`config.mk`:
```
export PLATFORM = sky130hd
export DESIGN_NAME = mod
export DESIGN_NICKNAME = d
export VERILOG_FILES = /design/src/rtl/mod.sv
export SDC_FILE = /design/constraint.sdc
export NUM_CORES = 1
export LEC_CHECK = 0
export ABC_AREA = 1
export ABC_CLOCK_PERIOD_IN_PS = 3600
export CAP_MARGIN = 20
export CORE_ASPECT_RATIO = 0.8
export CORE_MARGIN = 2
export CORE_UTILIZATION = 35
export CTS_CLUSTER_DIAMETER = 80
export CTS_CLUSTER_SIZE = 24
export DETAILED_ROUTE_END_ITERATION = 8
export HOLD_SLACK_MARGIN = 0.06
export MAX_ROUTING_LAYER = met4
export PLACE_DENSITY = 0.61
export SKIP_LAST_GASP = 1
export SYNTH_ARGS = -nofsm -noshare
export SYNTH_HDL_FRONTEND = slang
export SYNTH_SLANG_ARGS = --single-unit
```
`constraint.sdc`:
```
create_clock -name clk -period 3.6 [get_ports clk]
set_clock_uncertainty 0.15 [all_clocks]
set_input_delay 0.54 -clock clk [delete_from_list [all_inputs] [get_ports clk]]
set_output_delay 0.54 -clock clk [all_outputs]
set_load 0.01 [all_outputs]
```
`src/rtl/mod.sv`:
```
// mod: signed operand reduced modulo a runtime modulus via a sequential restoring divider.
// Optional MOD_ERR_EN adds an err output flagging modulus==0 or modulus>2**RW.
module mod #(
    parameter int W  = 8,
    parameter int RW = 5
) (
    input  logic          clk,
    input  logic          rst,
    input  logic          in_valid,
    output logic          in_ready,
    input  logic [W-1:0]  x,
    input  logic [W-1:0]  modulus,
    output logic          out_valid,
    output logic [W-1:0]  x_,
    output logic [RW-1:0] x_mod
`ifdef MOD_ERR_EN
    ,
    output logic          err
`endif
);
    localparam int CW = $clog2(W + 1);
    localparam logic [W-1:0] MMAX = W'(2 ** RW);
    typedef enum logic [1:0] {IDLE, DIV, FIX} state_t;
    state_t state, nxt;
    logic [CW-1:0] cnt;
    logic [W:0]    rem, sh, step;
    logic [W-1:0]  mag, dvd, m, ax;
    logic [RW-1:0] rf;
    logic          neg, bad;
    assign ax       = x[W-1] ? W'(-x) : x;
    assign in_ready = state == IDLE;
    assign sh       = {rem[W-1:0], dvd[W-1]};
    assign step     = (m != 0 && sh >= {1'b0, m}) ? sh - {1'b0, m} : sh;
    // negative operands fold back into [0, m-1]; an exact multiple stays at 0
    assign rf       = (neg && rem != 0) ? RW'({1'b0, m} - rem) : RW'(rem);
    always_comb begin
        nxt = state;
        case (state)
            IDLE:    nxt = in_valid ? DIV : IDLE;
            DIV:     nxt = (cnt == CW'(W)) ? FIX : DIV;
            default: nxt = IDLE;
        endcase
    end
    // the first DIV cycle clears the remainder and classifies the modulus; W shift steps follow
    always_ff @(posedge clk) begin
        if (rst) begin
            state     <= IDLE;
            out_valid <= 1'b0;
            x_        <= '0;
            x_mod     <= '0;
            cnt       <= '0;
            rem       <= '0;
            mag       <= '0;
            dvd       <= '0;
            m         <= '0;
            neg       <= 1'b0;
            bad       <= 1'b0;
`ifdef MOD_ERR_EN
            err       <= 1'b0;
`endif
        end else begin
            state     <= nxt;
            out_valid <= 1'b0;
            if (state == IDLE && in_valid) begin
                neg <= x[W-1];
                mag <= ax;
                dvd <= ax;
                m   <= modulus;
                cnt <= '0;
            end
            if (state == DIV) begin
                cnt <= cnt + 1'b1;
                if (cnt == 0) begin
                    rem <= '0;
                    bad <= (m == 0) || (m > MMAX);
                end else begin
                    rem <= step;
                    dvd <= dvd << 1;
                end
            end
            if (state == FIX) begin
                x_mod     <= bad ? '0 : rf;
                x_        <= mag;
                out_valid <= 1'b1;
`ifdef MOD_ERR_EN
                err       <= bad;
`endif
            end
        end
    end
endmodule

```
# --- Word-level counts from Yosys, hierarchy flattened ---
# Index checks and enable logic that the tools add are counted.
# W data, S select, Z words.
word_totals:
  n_memories: 0
  wordCells: 45
  ram_bits: 0
  latch_bits: 0
  register_bits: 55
  romBits: 0
op_classes:
  magnitude_cmp: 2
  muxes: 14
  shift: 0
  reduce_logical: 11
  addsub: 4
  eq_ne: 3
  div: 0
  n_mul: 0
  n_bitwise: 0
ops:
  columns: ["cell", "n"]
  rows:
  - ["$mux W8", 4]
  - ["$mux W9", 2]
  - ["$mux W5", 2]
  - ["$ge A9 B8 Y1", 1]
  - ["$reduce_bool A9 Y1", 1]
  - ["$sub A9 B8 Y9", 1]
  - ["$gt A8 B6 Y1 const B", 1]
  - ["$logic_not A8 Y1", 1]
  - ["$mux W4", 2]
  - ["$neg A8 Y8", 1]
  - ["$reduce_bool A8 Y1", 1]
  - ["$sub A5 B5 Y5", 1]
  - ["$add A4 B1 Y4 const B", 1]
  - ["$eq A4 B4 Y1 const B", 1]
  - ["$logic_not A4 Y1", 1]
  - ["$pmux W2 S2", 1]
  - ["$logic_and A1 B1 Y1", 3]
  - ["$eq A2 B1 Y1 const B", 1]
  - ["$eq A2 B2 Y1 const B", 1]
  - ["$logic_not A2 Y1", 1]
  - ["$mux W1", 2]
  - ["$mux W2", 1]
  - ["$reduce_and A2 Y1", 1]
  - ["$reduce_bool A2 Y1", 1]
  - ["$logic_or A1 B1 Y1", 1]

# --- Logic depth before layout (Yosys ltp) ---
logic_depth:
  word_depth: 5
  mapped_depth: 13
  mapped_depth_nobuf: 13

# --- Worst setup path after synthesis ---
# Ideal clock, no wire load.
synth_path:
  path_kind: "reg2reg"
  from: "register dvd[7]"
  to: "register rem[8]"
  n_path_buf: 0
  path_slack_ns: 1.711
  setup_ns: 0.131
  t_arrival_ns: 1.608
  stages_incl_launch_ff: 11
  path_cell_list: "dfxtp_1 -> inv_1 -> ha_1 -> inv_1 -> fa_1 -> a21oi_1 -> nor2_1 -> nor2_1 -> nand3_1 -> nand3_2 -> a21oi_2"
synth_via:
  elab_chain_len: 4
  word_cells_on_any_way: 5
  cone_classes: "add/sub: 1; order compare: 1; mux: 2; reduce/logical: 1"
synth_rtl:
  columns: ["item", "line_no", "rtl"]
  rows:
  - ["start: declaration", "27", "logic [W-1:0] mag, dvd, m, ax;"]
  - ["start signal: assignment", "78", "dvd <= dvd << 1;"]
  - ["$ge A9 B8 Y1", "33", "assign step = (m != 0 && sh >= {1'b0, m}) ? sh - {1'b0, m} : sh;"]
  - ["$logic_and A1 B1 Y1", "33", null]
  - ["$mux W9 *", "33", null]
  - ["$mux W9 *", "73", "if (cnt == 0) begin"]
  - ["end signal: assignment", "77", "rem <= step;"]
  - ["end: declaration", "26", "logic [W:0] rem, sh, step;"]
# Every way passes the cells marked *; elsewhere a longest branch is shown, timed or not.
# A chain may end at the register's enable or synchronous reset.

# --- Final worst setup path ---
layout_path:
  from: "register m[4]"
  to: "register rem[5]"
layout_via:
  elab_chain_len: 4
  word_cells_on_any_way: 6
  cone_classes: "add/sub: 1; order compare: 1; mux: 2; reduce/logical: 2"
layout_rtl:
  columns: ["item", "line_no", "rtl"]
  rows:
  - ["start: declaration", "27", null]
  - ["start signal: assignment", "68", "m <= modulus;"]
  - ["$ge A9 B8 Y1 / $reduce_bool A8 Y1 (equally long branches)", "33", null]
  - ["$logic_and A1 B1 Y1", "33", null]
  - ["$mux W9 *", "33", null]
  - ["$mux W9 *", "73", null]
# Marks and branches as above.

==> PnR_summary.wiki <==
{| class="wikitable"
! Metric !! Value
|-
| Run status || complete, no violations
|-
| CTS resizes || 0
|-
| Critical path data required time || 3650 ps
|-
| Clock sinks || 55
|-
| H-tree level count || 2
|-
| Floorplan die height || just under 90 um
|-
| Die outline area || between 9000 and 10,000 um^2
|-
| Fraction of post-synthesis cell area in the top cell type by area || 36.2%
|-
| Post-layout total power || between 0.001 and 0.0015 W
|-
| Longest individual stage delay on the worst path || roughly 420 ps
|-
| First drt pass iteration count || 4
|-
| FP Rows || 30
|-
| Die span in x || between 100 and 150 um
|-
| Layout Nets || between 500 and 600
|-
| Share of the yosys chip area belonging to registers || 36.2%
|-
| Final worst path period share || between 60% and 70%
|-
| Standard cell core area || 8480 um^2
|-
| Net switching component of the power || 0.000498 W
|-
| Power share of the clock group || 26.2%
|-
| CTS buffer count || 5
|-
| Leakage power summed over all cells || between 1.5 and 2 nW
|-
| Buffers inserted by post-CTS timing repair || 0
|-
| Starting density of the core || 35.9%
|-
| Count of input and output buffers || 33
|-
| All-Layer GR Usage || 16.1%
|-
| Count of hold-fix buffers inserted at cts || 0
|-
| Final Hold Vio Count || 0
|-
| Overflow left after global routing || 0
|-
| Post-detailed-route wirelength per cell || 12.0 um
|-
| Clock slew at the register clock pins of the worst setup and hold paths || about 110 ps
|-
| Number of diodes added for antenna fixing || 0
|-
| Most frequent cell on the critical path || sky130_fd_sc_hd__nand2_1
|-
| Worst vdd rail ir drop || around 210 uV
|-
| Remaining max-slew budget at the tightest pin || a little under three fifths
|-
| Master cell of the clock root buffer || sky130_fd_sc_hd__clkbuf_8
|-
| HP Class || reg -> reg
|-
| Slowest cell on the critical path || sky130_fd_sc_hd__dfxtp_1
|-
| Worst path bufs/invs || 2
|-
| Cells after Synth || between 400 and 500
|-
| F_max || about 0.43 GHz
|-
| Reported max-cap violation count || 0
|-
| Post-placement setup slack || between 1000 and 1500 ps
|-
| Worst Path Max Fanout || 11
|-
| Initial antenna violation count || 0
|-
| Nets in the synthesized netlist || approximately 480
|-
| Fin. max-slew vios || 0
|-
| Number of warning messages in the yosys log || 0
|-
| ANT nets after route || 0
|-
| Layout cell share with drive strength beyond 1 || between 5 and 6%
|-
| Top area cells in the synthesized netlist || sky130_fd_sc_hd__dfxtp_1 (36%), sky130_fd_sc_hd__nand2_1 (13%), sky130_fd_sc_hd__inv_1 (7.4%)
|-
| Detailed placement HPWL || about 5.3 mm
|-
| Final critical-path required period || between 2000 and 2500 ps
|-
| Global-route wire length before repair || about 12 mm
|-
| Worst slew pin tran || 653 ps
|-
| Buffer depth of the longest clock path || 2
|-
| Aggregate negative setup slack || 0 ps
|-
| Starting DRC count in detailed routing || between 100 and 150
|-
| Setup repair after global routing missed its margin || no
|-
| Critical Path, Cell by Cell || inv_1 > ha_1 > nand2_1 > nand2_1 > inv_1 > nand2_1 > nand2_1 > nand4_2 > nand2_2 > nand2_1 > nand3_1 > a21oi_1
|-
| Logic pwr share || a little over a quarter
|-
| Critical path's top delay family || simple AND/OR/NAND/NOR gates
|-
| GPL Wtd Cong || 0.867
|-
| Worst Setup End Kind || flip-flop
|-
| Internal || 0.000935 W
|-
| Switching Share || a little over a third
|-
| Critical Setup Path Class || reg -> reg
|-
| Clk_lat worst skew || around 320 ps
|-
| Cell Pwr Density || 403 nW/um^2
|-
| Pin count of the biggest net entering global routing || 32
|-
| #FFs+latches synth || 55
|-
| Worst EP arrival || between 2000 and 2500 ps
|-
| Number of design rule violations left after detail routing || 0
|-
| Post-synthesis cell type count || 34
|-
| Number of vias in the routed layout || 2,850
|-
| Endpoints failing setup || 0
|-
| Dominant cell type by area after synthesis || sky130_fd_sc_hd__dfxtp_1
|-
| Top Ports || 34
|-
| Setup crit start kind || flip-flop
|-
| Portion of total power attributed to sequential cells || between 40% and 50%
|-
| Wirelength, routed || ~7.0 mm
|-
| Detail-routed via count per cell || 4.87
|-
| Area added between synthesis and finish || 16.7%
|-
| Average footprint of a synthesized cell || a little under 7 um^2
|-
| Via count of the first global-routing pass || roughly 2,600
|-
| Final WS setup || approximately 1300 ps
|-
| Mapped Area || between 3000 and 4000 um^2
|-
| Fill cell count || 903
|-
| TritonCTS clock tree || built
|}
==> synthesized netlist by cell type, drive strengths merged <==
library cell  number
o22ai              1
a22oi              1
inv               60
nand3b             1
clkbuf             8
nor4               2
xnor2              2
fa                 2
a21oi             43
a211oi             2
xor2               4
or2                1
buf                8
o21a               1
ha                15
nand3             42
dfxtp             55
o211ai             1
nor3               5
nand2            111
o21ai             29
nand4              5
o31ai              2
a31oi              6
nor2              38
==> cell usage in the layout (no fill, tap or decap), types with 3 or more instances in the layout <==
master / synthesis / final
sky130_fd_sc_hd__nor2_1: 34 / 34
sky130_fd_sc_hd__a31oi_1: 6 / 6
sky130_fd_sc_hd__clkdlybuf4s50_1: 0 / 33
sky130_fd_sc_hd__nand2_1: 107 / 107
sky130_fd_sc_hd__buf_4: 1 / 3
sky130_fd_sc_hd__nand3_1: 40 / 40
sky130_fd_sc_hd__nor2_2: 3 / 3
sky130_fd_sc_hd__nand2_2: 4 / 4
sky130_fd_sc_hd__clkbuf_8: 0 / 5
sky130_fd_sc_hd__dfxtp_1: 55 / 55
sky130_fd_sc_hd__nand4_1: 4 / 4
sky130_fd_sc_hd__inv_1: 60 / 60
sky130_fd_sc_hd__o21ai_0: 29 / 29
sky130_fd_sc_hd__xor2_1: 4 / 4
sky130_fd_sc_hd__a21oi_1: 42 / 42
sky130_fd_sc_hd__nor3_1: 5 / 5
sky130_fd_sc_hd__ha_1: 15 / 15
==> metal layers <==
layer / vias to the layer above / share of wire, % / global-route usage (%)
met2: 61 / 44 / 25.2
met1: 1274 / 50 / 21.4
met5: - / 0 / -
met4: 0 / 1.7 / 4.66
li1: 1501 / - / -
met3: 14 / 4.0 / 2.92
==> cells by family after synthesis <==
| logic type | share of synthesized area [%] |
|---|---|
| and+or+nand+nor | 29.3 |
| AOI/OAI and AO/OA | 15.1 |
| buffers and inverters | 10.2 |
| DFF | 36.2 |
| adders and majority gates | 7.48 |
| xor gates and xnor gates | 1.73 |
==> worst reg2reg max path, cell delays in order (launching register included) <==
cell and delay, ps:
sky130_fd_sc_hd__dfxtp_1 420, sky130_fd_sc_hd__inv_1 90, sky130_fd_sc_hd__ha_1 350, sky130_fd_sc_hd__nand2_1 90, sky130_fd_sc_hd__nand2_1 70, sky130_fd_sc_hd__inv_1 90
sky130_fd_sc_hd__nand2_1 60, sky130_fd_sc_hd__nand2_1 60, sky130_fd_sc_hd__nand4_2 270, sky130_fd_sc_hd__nand2_2 270, sky130_fd_sc_hd__nand2_1 80, sky130_fd_sc_hd__nand3_1 120
sky130_fd_sc_hd__a21oi_1 80
==> worst paths after layout <==
kind | to | start | cells past startpoint | slack [ps]
max reg2reg | rem[5] | m[4] | 12 | 1300
max | rem[5] | m[4] | 12 | 1300
min | x_mod[2] | x_mod[2] | 2 | 320
min reg2reg | x_mod[2] | x_mod[2] | 2 | 320
==> per-stage QoR <==
stage / util (%) / area [um^2] / hold WS [ps] / cells
floorplan: - / 3040 / 295 / 445
global placement: 40.7 / 3450 / 305 / 577
detailed placement: 40.7 / 3450 / 308 / 577
CTS: 41.9 / 3550 / 324 / 585
global route: 41.9 / 3550 / 345 / 585
finish: 41.9 / 3550 / 321 / 585
==> power groups by stage <==
stage,combinational [W],sequential [W],clock [W]
6_report,0.000392,0.000666,0.000375
5_1_grt,0.000449,0.000670,0.000410
4_1_cts,0.000392,0.000666,0.000386
3_5_place_dp,0.000392,0.000679,0
3_3_place_gp,0.000386,0.000679,0
2_1_floorplan,0.000315,0.000673,0
==> layout make-up <==
| type | count | area (um^2) | share of cell area [%] |
|---|---|---|---|
| Inverter | 60 | 225 | 6.34 |
| Clock buffer | 5 | 68.8 | 1.94 |
| Sequential cell | 55 | 1100 | 31.0 |
| Timing Repair Buffer | 36 | 353 | 9.93 |
| Multi-Input combinational cell | 314 | 1630 | 46.0 |
| Tap cell | 112 | 140 | 3.94 |
| Clock inverter | 3 | 31.3 | 0.880 |
==> flip-flops by register name, indices dropped and copies added (netlist names) <==
name	cells
bad	1
cnt	4
dvd	8
m	8
mag	8
neg	1
out_valid	1
rem	9
state	2
x_	8
x_mod	5
(Power assumes the default switching activity.)
